### config.mk
export PLATFORM = sky130hd
export DESIGN_NAME = mmio_uart_tx_flat
export DESIGN_NICKNAME = d
export VERILOG_FILES = /design/src/rtl/mmio_uart_tx_pkg.sv /design/src/rtl/mmio_uart_tx_if.sv /design/src/rtl/mmio_uart_tx_serializer.sv /design/src/rtl/mmio_uart_tx.sv /design/src/flat_wrapper.sv
export SDC_FILE = /design/constraint.sdc
export NUM_CORES = 1
export LEC_CHECK = 0
export CORE_ASPECT_RATIO = 1.1
export CORE_MARGIN = 3
export CORE_UTILIZATION = 36
export DETAILED_ROUTE_END_ITERATION = 8
export PLACE_DENSITY_LB_ADDON = 0.25
export SYNTH_ARGS = -nofsm -noshare
export SYNTH_HDL_FRONTEND = slang
export SYNTH_HIERARCHICAL = 1
export SYNTH_SLANG_ARGS = --single-unit
### constraint.sdc
create_clock -name clk -period 14.3 [get_ports clk]
set_input_delay 3.575 -clock clk [delete_from_list [all_inputs] [get_ports clk]]
set_output_delay 3.575 -clock clk [all_outputs]
set_load 0.05 [all_outputs]
### src/rtl/mmio_uart_tx_pkg.sv
// Shared constants for the multi-lane MMIO UART write path.
// Holds the default data-port address and the serializer state codes.
package mmio_uart_tx_pkg;

  localparam logic [31:0] UART_ADDR_DEF = 32'hF6FF_F070;

  localparam logic [1:0] UART_IDLE  = 2'd0;
  localparam logic [1:0] UART_START = 2'd1;
  localparam logic [1:0] UART_DATA  = 2'd2;
  localparam logic [1:0] UART_STOP  = 2'd3;

  function automatic int cntW(input int n);
    return (n > 1) ? $clog2(n) : 1;
  endfunction

endpackage

### src/rtl/mmio_uart_tx_if.sv
// Per-lane store bundle from the issue lanes into the UART block.
// The stall line flows back to hold the pipeline.
interface mmio_uart_tx_if #(
  parameter int LANES = 2
);

  logic [LANES-1:0]    st_en;
  logic [LANES*32-1:0] st_addr;
  logic [LANES*8-1:0]  st_data;
  logic                stall;

  modport master (
    output st_en, st_addr, st_data,
    input  stall
  );

  modport slave (
    input  st_en, st_addr, st_data,
    output stall
  );

endinterface

### src/rtl/mmio_uart_tx_serializer.sv
// 8N1 serializer: FSM, baud counter and shift register.
// Pops one byte from the FIFO head on each IDLE cycle with data waiting.
module uart_serializer_8n1
  import mmio_uart_tx_pkg::*;
#(
  parameter int CLKS_PER_BIT = 868
) (
  input  logic       clk,
  input  logic       rst,
  input  logic       avail,
  input  logic [7:0] head,
  output logic       pop,
  output logic       busy,
  output logic       uartTx
);

  localparam int CW = cntW(CLKS_PER_BIT);

  logic [1:0]    state;
  logic [CW-1:0] baud;
  logic [2:0]    bitIdx;
  logic [7:0]    shReg;
  logic          txReg;
  logic          baudEnd;

  assign baudEnd = baud == CW'(CLKS_PER_BIT - 1);
  assign pop     = (state == UART_IDLE) && avail;
  assign busy    = state != UART_IDLE;
  assign uartTx  = txReg;

  // Line level is registered so the pin never glitches on state decode.
  always_ff @(posedge clk) begin
    if (rst) begin
      state  <= UART_IDLE;
      baud   <= '0;
      bitIdx <= '0;
      shReg  <= '0;
      txReg  <= 1'b1;
    end else begin
      unique case (state)
        UART_IDLE: begin
          baud <= '0;
          if (avail) begin
            shReg <= head;
            txReg <= 1'b0;
            state <= UART_START;
          end
        end
        UART_START: begin
          baud <= baudEnd ? '0 : baud + CW'(1);
          if (baudEnd) begin
            bitIdx <= '0;
            txReg  <= shReg[0];
            state  <= UART_DATA;
          end
        end
        UART_DATA: begin
          baud <= baudEnd ? '0 : baud + CW'(1);
          if (baudEnd) begin
            if (bitIdx == 3'd7) begin
              txReg <= 1'b1;
              state <= UART_STOP;
            end else begin
              bitIdx <= bitIdx + 3'd1;
              shReg  <= {1'b0, shReg[7:1]};
              txReg  <= shReg[1];
            end
          end
        end
        UART_STOP: begin
          baud <= baudEnd ? '0 : baud + CW'(1);
          if (baudEnd) state <= UART_IDLE;
        end
        default: state <= UART_IDLE;
      endcase
    end
  end

endmodule

### src/rtl/mmio_uart_tx.sv
// Multi-lane MMIO UART write path: lane decode, multi-write FIFO,
// all-or-nothing stall, and an 8N1 serializer on the FIFO head.
module mmio_uart_tx
  import mmio_uart_tx_pkg::*;
#(
  parameter int          LANES        = 2,
  parameter int          DEPTH        = 16,
  parameter int          CLKS_PER_BIT = 868,
  parameter logic [31:0] UART_ADDR    = UART_ADDR_DEF
) (
  input  logic                       clk,
  input  logic                       rst,
  mmio_uart_tx_if.slave              st,
  output logic [$clog2(DEPTH+1)-1:0] fifo_count,
  output logic                       tx_busy,
  output logic                       uart_tx
);

  localparam int PW   = cntW(DEPTH);
  localparam int CNTW = $clog2(DEPTH + 1);

  logic [LANES-1:0] match;
  logic [PW-1:0]    off [LANES];
  logic [PW-1:0]    run;
  logic [CNTW:0]    nReq;
  logic [CNTW:0]    room;
  logic             accept;
  logic             pop;
  logic             serBusy;
  logic [7:0]       mem [DEPTH];
  logic [PW-1:0]    wrPtr;
  logic [PW-1:0]    rdPtr;

  // Each matching lane lands at wrPtr plus the count of older matches.
  always_comb begin
    nReq = '0;
    run  = '0;
    for (int i = 0; i < LANES; i++) begin
      match[i] = st.st_en[i] &&
                 (st.st_addr[32*i +: 32] == UART_ADDR);
      off[i]   = run;
      run      = run + PW'(match[i]);
      nReq     = nReq + (CNTW+1)'(match[i]);
    end
  end

  assign room = (CNTW+1)'(DEPTH) - {1'b0, fifo_count}
              + (CNTW+1)'(pop);
  assign accept   = nReq <= room;
  assign st.stall = !accept;
  assign tx_busy  = serBusy || (fifo_count != '0);

  always_ff @(posedge clk) begin
    if (accept) begin
      for (int i = 0; i < LANES; i++) begin
        if (match[i]) mem[wrPtr + off[i]] <= st.st_data[8*i +: 8];
      end
    end
  end

  always_ff @(posedge clk) begin
    if (rst) begin
      wrPtr      <= '0;
      rdPtr      <= '0;
      fifo_count <= '0;
    end else begin
      if (accept) wrPtr <= wrPtr + PW'(nReq);
      if (pop) rdPtr <= rdPtr + PW'(1);
      fifo_count <= fifo_count
                  + (accept ? CNTW'(nReq) : '0)
                  - CNTW'(pop);
    end
  end

  uart_serializer_8n1 #(
    .CLKS_PER_BIT (CLKS_PER_BIT)
  ) u_ser (
    .clk    (clk),
    .rst    (rst),
    .avail  (fifo_count != '0),
    .head   (mem[rdPtr]),
    .pop    (pop),
    .busy   (serBusy),
    .uartTx (uart_tx)
  );

endmodule

### src/flat_wrapper.sv
// flat-port wrapper written by rule: the top's interface ports become plain ports
module mmio_uart_tx_flat import mmio_uart_tx_pkg::*;
#(
  parameter int          LANES        = 2,
  parameter int          DEPTH        = 16,
  parameter int          CLKS_PER_BIT = 868,
  parameter logic [31:0] UART_ADDR    = UART_ADDR_DEF
)
  (clk, rst, fifo_count, tx_busy, uart_tx, st_st_en, st_st_addr, st_st_data, st_stall);
  mmio_uart_tx_if #(.LANES(LANES)) st_i ();
  input  logic clk;
  input  logic rst;
  output logic [$clog2(DEPTH+1)-1:0] fifo_count;
  output logic tx_busy;
  output logic uart_tx;
  input wire logic [$bits(st_i.st_en)-1:0] st_st_en;
  input wire logic [$bits(st_i.st_addr)-1:0] st_st_addr;
  input wire logic [$bits(st_i.st_data)-1:0] st_st_data;
  output wire logic [$bits(st_i.stall)-1:0] st_stall;
  assign st_i.st_en = st_st_en;
  assign st_i.st_addr = st_st_addr;
  assign st_i.st_data = st_st_data;
  assign st_stall = st_i.stall;
  mmio_uart_tx #(.LANES(LANES), .DEPTH(DEPTH), .CLKS_PER_BIT(CLKS_PER_BIT), .UART_ADDR(UART_ADDR)) u_core (.clk(clk), .rst(rst), .st(st_i), .fifo_count(fifo_count), .tx_busy(tx_busy), .uart_tx(uart_tx));
endmodule
; ---- After elaboration in Yosys (flattened, before gate mapping)
; Memory sizes are Yosys's and may differ from the RTL's. A register that Yosys moved wholly into a read port is not among the register bits.
; Cells that the tools add are included.
[word_totals]
regBits = 37
ram_bits = 128
in_bits = 84
output_inout_bits = 8
elab_cells = 79
mem_count = 1
[memory_table]
columns = name, words, word_bits, rd, rd_clocked_by_memory_dff, wr, line
row1 = u_core.mem, 16, 8, 1, 1, 2, mmio_uart_tx.sv:30  ; logic [7:0] mem [DEPTH];
[classes]
add_sub_neg = 10
magnitude_cmp = 1
n_eq_ne = 13
muxes = 30
reduce_logical = 16
[op_table]
columns = cell, count
row1 = $eq A32 B32 Y1 const B, 2
row2 = $mux W8, 3
row3 = $pmux W10 S2, 1
row4 = $pmux W8 S2, 1
row5 = $ne A2 B2 Y1 const B, 6
row6 = $reduce_and A4 Y1, 3
row7 = $add A10 B1 Y10 const B, 1
row8 = $eq A10 B10 Y1 const B, 1
row9 = $mux W1, 10
row10 = $mux W10, 1
row11 = $mux W2, 5
row12 = $mux W3, 3
row13 = $mux W4, 2
row14 = $pmux W2 S4, 1
row15 = $add A6 B1 Y6, 1
row16 = $le A6 B6 Y1, 1
row17 = $pmux W3 S2, 1
row18 = $reduce_bool A2 Y1, 3
row19 = $sub A5 B5 Y6 const A, 1
row20 = $add A5 B5 Y5, 1
row21 = $mux W5, 1
row22 = $reduce_and A5 Y1, 1
row23 = $reduce_bool A5 Y1, 1
row24 = $sub A5 B1 Y5, 1
row25 = 15 further kinds, 18

; ---- Longest topological paths before layout
[depth]
word_depth = 7
ltp_mapped = 27
ltp_nobuf = 24

; ---- Cells and area by module
; Netlist, hierarchy kept.
[by_module_without_submodules]
columns = module, n_inst, cells_each, area_each_um2, seq_area_each_um2
row1 = mmio_uart_tx, 1, 548, 8112.8, 4184.0
row2 = uart_serializer_8n1, 1, 140, 1232.4, 480.5

; ---- Worst setup path before layout
; Ideal clock, no wire load.
[synth_path]
path_kind = input-to-output
start = input st_st_addr[0]
end = output st_stall
arrival_time_ns = 6.640
t_required_ns = 10.725
setup_slack_ns = 4.085
cell_stages = 12
path_buffers = 3
cell_sequence = nand4b_1 -> or4_1 -> nor4_1 -> ha_1 -> inv_1 -> ha_1 -> a221oi_1 -> o21ai_2 -> buf_4 -> buf_4 -> clkbuf_1 -> inv_1
[synth_via]
elab_chain_cells = 5
[synth_rtl]
columns = item, line
row1 = "start, declared", flat_wrapper.sv:17  ; input wire logic [$bits(st_i.st_addr)-1:0] st_st_addr;
row2 = $eq A32 B32 Y1, mmio_uart_tx.sv:40  ; (st.st_addr[32*i +: 32] == UART_ADDR);
row3 = $logic_and A1 B1 Y1, mmio_uart_tx.sv:39  ; match[i] = st.st_en[i] &&
row4 = $add A1 B1 Y2, mmio_uart_tx.sv:43  ; nReq = nReq + (CNTW+1)'(match[i]);
row5 = $le A6 B6 Y1, mmio_uart_tx.sv:49  ; assign accept = nReq <= room;
row6 = $logic_not A1 Y1, mmio_uart_tx.sv:50  ; assign st.stall = !accept;
row7 = "end, declared", flat_wrapper.sv:19  ; output wire logic [$bits(st_i.stall)-1:0] st_stall;
; Every way passes these cells.

; ---- Final worst setup path
[layout_path]
start = input st_st_addr[1]
end = output st_stall
; Same word-level chain as after synthesis.

==> summary.md <==
| Metric | Value |
|---|---|
| Worst Max-Slew Pin Slew | 1140 ps |
| RSZ-0062 raised after global routing | false |
| Crit path buf inv count | 5 |
| CTS tree | built |
| Compound-gate portion of the synthesized area | 4.24% |
| Post_cts resized | 0 |
| Die width | 160 µm |
| Worst hold slack | 459 ps |
| Placed Cells | 1084 |
| Sequential power share | 37.8% |
| Layout Cell Area excl Fill | 11100 µm² |
| Final count of pins violating max slew | 0 |
| Post-Syn Area per Cell | 13.6 µm² |
| Routed length per instance | 20.4 µm |
| Min-delay worst type | reg -> reg |
| Worst setup SP type | input port |
| Share of post-route cells with drive strength above 1 | 29.0% |
| Post-Layout Cell Count | 1116 |
| Core area | 25400 µm² |
| Max Freq | 0.0881 GHz |
| First-pass GRT wire length | 35.7 mm |
| Flops & latches, synth | 169 |
| CTS max path bufs | 2 |
| DRC | 0 |
| Mux contribution to synthesized area | 26.3% |
| Period utilization | 79.4% |
| Commonest register cell after synthesis | edfxtp_1 |
| Final min period | 11350 ps |
| Largest family of logic cells by synthesized area | multiplexers |
| Worst setup path class | in -> out |
| Count of final setup violators | 0 |
| Critical-path cell list | clkdlybuf4s50_1, nand4b_1, or4_1, nor4_1, ha_1, inv_1, ha_1, a221oi_1, o21ai_2, buf_4, inv_1, clkdlybuf4s50_1 |
| Status | finished, final reports clean |
| TritonCTS Sinks | 169 |
| Final Wtd Congestion | 0.776 |
| Mapped Cells | 688 |
| Synth cell types | 53 |
| CTS Hold Bufs | 0 |
| Critical Path RT | 10720 ps |
| Internal power | 1.03 mW |
| Vias per cell | 5.34 |
| Mapped Nets | 800 |
| Power Density | 137 nW/µm² |
| Top cells by area, synth | edfxtp_1, mux2_2, mux4_2, dfxtp_1, ha_1 |
| Synth Area in Adders | 3.91% |
| Place WS | 2960 ps |
| Initial antenna violation count | 0 |
| PnR worst setup slack | 2950 ps |
| Post-Synth Simple-Gate Area | 10.6% |
| Vias in the first global route | 6135 |
| Part of the power in combinational logic | 32.0% |
| Psw | 490 µW |
| Slowest CP cell | clkdlybuf4s50_1 |
| # rows | 61 |
| Arrival time at the worst endpoint | 7780 ps |
| N_diodes | 0 |
| Post-route setup TNS | 0 ps |
| Cell taking the most area after synthesis | edfxtp_1 |
| Post-synth top area share | 41.1% |
| Post-synthesis async set-or-reset flop share | 0% |
| Cell family with most CP delay | buffers and inverters |
| IO Pins | 92 |
| Sequential fraction of the synthesis area | 49.9% |
| CP max stage delay | 800 ps |
| Skew final | 9.06 ps |
| Setup bufs post-CTS | 0 |
| # port buffers | 91 |
| Crit-path max FO | 43 |
| Drt first pass iters | 5 |
| Synth warn | 6 |
| TritonCTS Buffers | 17 |
| Detailed Route WL | 22.8 mm |
| Slew HR | 23.5% |
| Die Y | 175 µm |
| Clk network pwr share | 30.2% |
| Root buf cell | clkbuf_16 |
| Max cap viols | 0 |
| EDFF count, synth | 128 |
| # fillers | 2303 |
| Total chip power | 1.52 mW |
| Initial Util | 36.8% |
| XOR/XNOR Fraction of Synth Area | 1.50% |
| GR Util All Layers | 16.5% |
| CP Capture Type | output pin |
| Die area | 27900 µm² |
| Dpl hpwl | 16.2 mm |
| Leakage | 3.71 nW |
| Placed cell areas | 10500 µm² |
| Final Hold Vio Count | 0 |
| Post-route ant nets | 0 |
| Fraction of power spent switching nets | 32.3% |
| Worst skew pair latency | 430 ps |
| Overflow after GRT | 0 |
| Initial DRC count | 526 |
| P&R area growth vs syn | 18.9% |
| Largest net degree at the start of global routing | 44 |
| Via count | 5959 |
| Util after Layout | 43.7% |
| Nets@finish | 869 |
| Clock slew at reported path FFs | 70 ps |
| Post-synthesis cell area | 9350 µm² |
| Worst VDD drop | 69.4 µV |
| H-tree levels | 4 |
## cell usage in the layout (no fill, tap or decap), types with 4 or more instances in the layout
cell               n
mux2_2           128
edfxtp_1         128
clkdlybuf4s50_1   91
mux4_2            40
dfxtp_1           40
nand3_1           29
nor2_1            29
ha_1              26
inv_1             23
nand2_1           22
clkbuf_16         17
a21oi_1           17
o21ai_1           14
mux2i_1           12
nand2b_1          11
xnor2_1           11
or3_1             10
and4b_1           10
a211oi_1           9
o21ai_0            9
nand4_2            8
buf_4              8
nor4_1             6
nand4_1            5
xor2_1             5
inv_6              4
a21o_1             4
nor4b_1            4
nand3b_1           4
nand4b_1           4
## sequential cells by signal, indices dropped and copies added, names as in the netlist, named ones only
name,count
u_core/u_ser/shReg,8
u_core/u_ser/state,2
u_core/u_ser/baud,10
u_core/u_ser/bitIdx,3
u_core/mem,128
u_core/u_ser/uartTx,1
u_core/wrPtr,4
u_core/fifo_count,5
u_core/rdPtr,4
## worst register-to-register path: stages, from the launching register on
cell	delay [ps]
dfxtp_1	360
inv_1	100
ha_1	210
or4b_2	680
and2_1	290
inv_1	90
ha_1	150
inv_1	50
ha_1	260
inv_1	40
ha_1	290
nand2b_1	60
a221oi_1	320
o21ai_2	100
buf_4	280
nand2_1	180
ha_1	240
inv_1	60
ha_1	170
inv_1	60
fa_1	400
inv_1	70
a21oi_1	60
o21bai_1	180
xnor2_1	140
nor2_1	60
## logic make-up after synthesis
| logic type | Yosys count |
|---|---|
| compound gates | 63 |
| xor+xnor | 16 |
| fa+ha+maj | 28 |
| buf+inv | 73 |
| flops | 169 |
| mux | 180 |
| simple gates | 159 |
## worst paths after layout
check	cells after the start	startpoint	endpoint	slack, ps
worst max-delay path	12	st_st_addr[1]	st_stall	2950
worst min-delay path	1	u_core/u_ser/baud[0]	u_core/u_ser/baud[0]	460
worst max register to register	25	u_core/fifo_count[2]	u_core/fifo_count[4]	9270
worst min register to register	1	u_core/u_ser/baud[0]	u_core/u_ser/baud[0]	460
## cell type report
class,instances,area (µm²),share of cell area [%]
clock buffer,18,429,3.86
clock inverter,14,160,1.44
inverter,24,90.1,0.811
multi-input combinational,446,4360,39.2
sequential,169,4670,42.0
tap,346,433,3.90
timing repair buffer,99,971,8.74
## Yosys cell counts, types with 2 or more instances
cell type	number
edfxtp_1	128
mux2_2	128
dfxtp_1	41
mux4_2	40
nand3_1	29
nor2_1	29
clkbuf_1	26
ha_1	26
inv_1	23
nand2_1	22
o21ai_0	21
a21oi_1	17
mux2i_1	12
nand2b_1	11
xnor2_1	11
and4b_1	10
buf_4	10
or3_1	10
a211oi_1	9
nand4_2	8
buf_2	7
nor4_1	6
buf_1	5
nand4_1	5
xor2_1	5
a21o_1	4
nand3b_1	4
nand4b_1	4
nor4b_1	4
nor3_1	3
o22ai_1	3
and2_1	2
fa_1	2
nor4_4	2
o21ai_1	2
or4_1	2
## per-layer routing
layer | GRT usage (%) | part of all wire [%] | vias to the layer above
met4 | 3.61 | 0.85 | 0
met5 | 0 | 0 | -
met3 | 2.61 | 2.5 | 15
li1 | - | - | 2809
met1 | 21.2 | 44 | 3039
met2 | 29.6 | 53 | 96
## power by group through the flow
stage	clock network (mW)	registers [mW]	logic, mW
floorplan	0	0.603	0.340
global placement	0	0.583	0.473
detailed placement	0	0.585	0.489
CTS	0.467	0.575	0.491
global route	0.491	0.578	0.534
finish	0.458	0.574	0.486
Note: power is estimated with default switching activity, not from simulation.
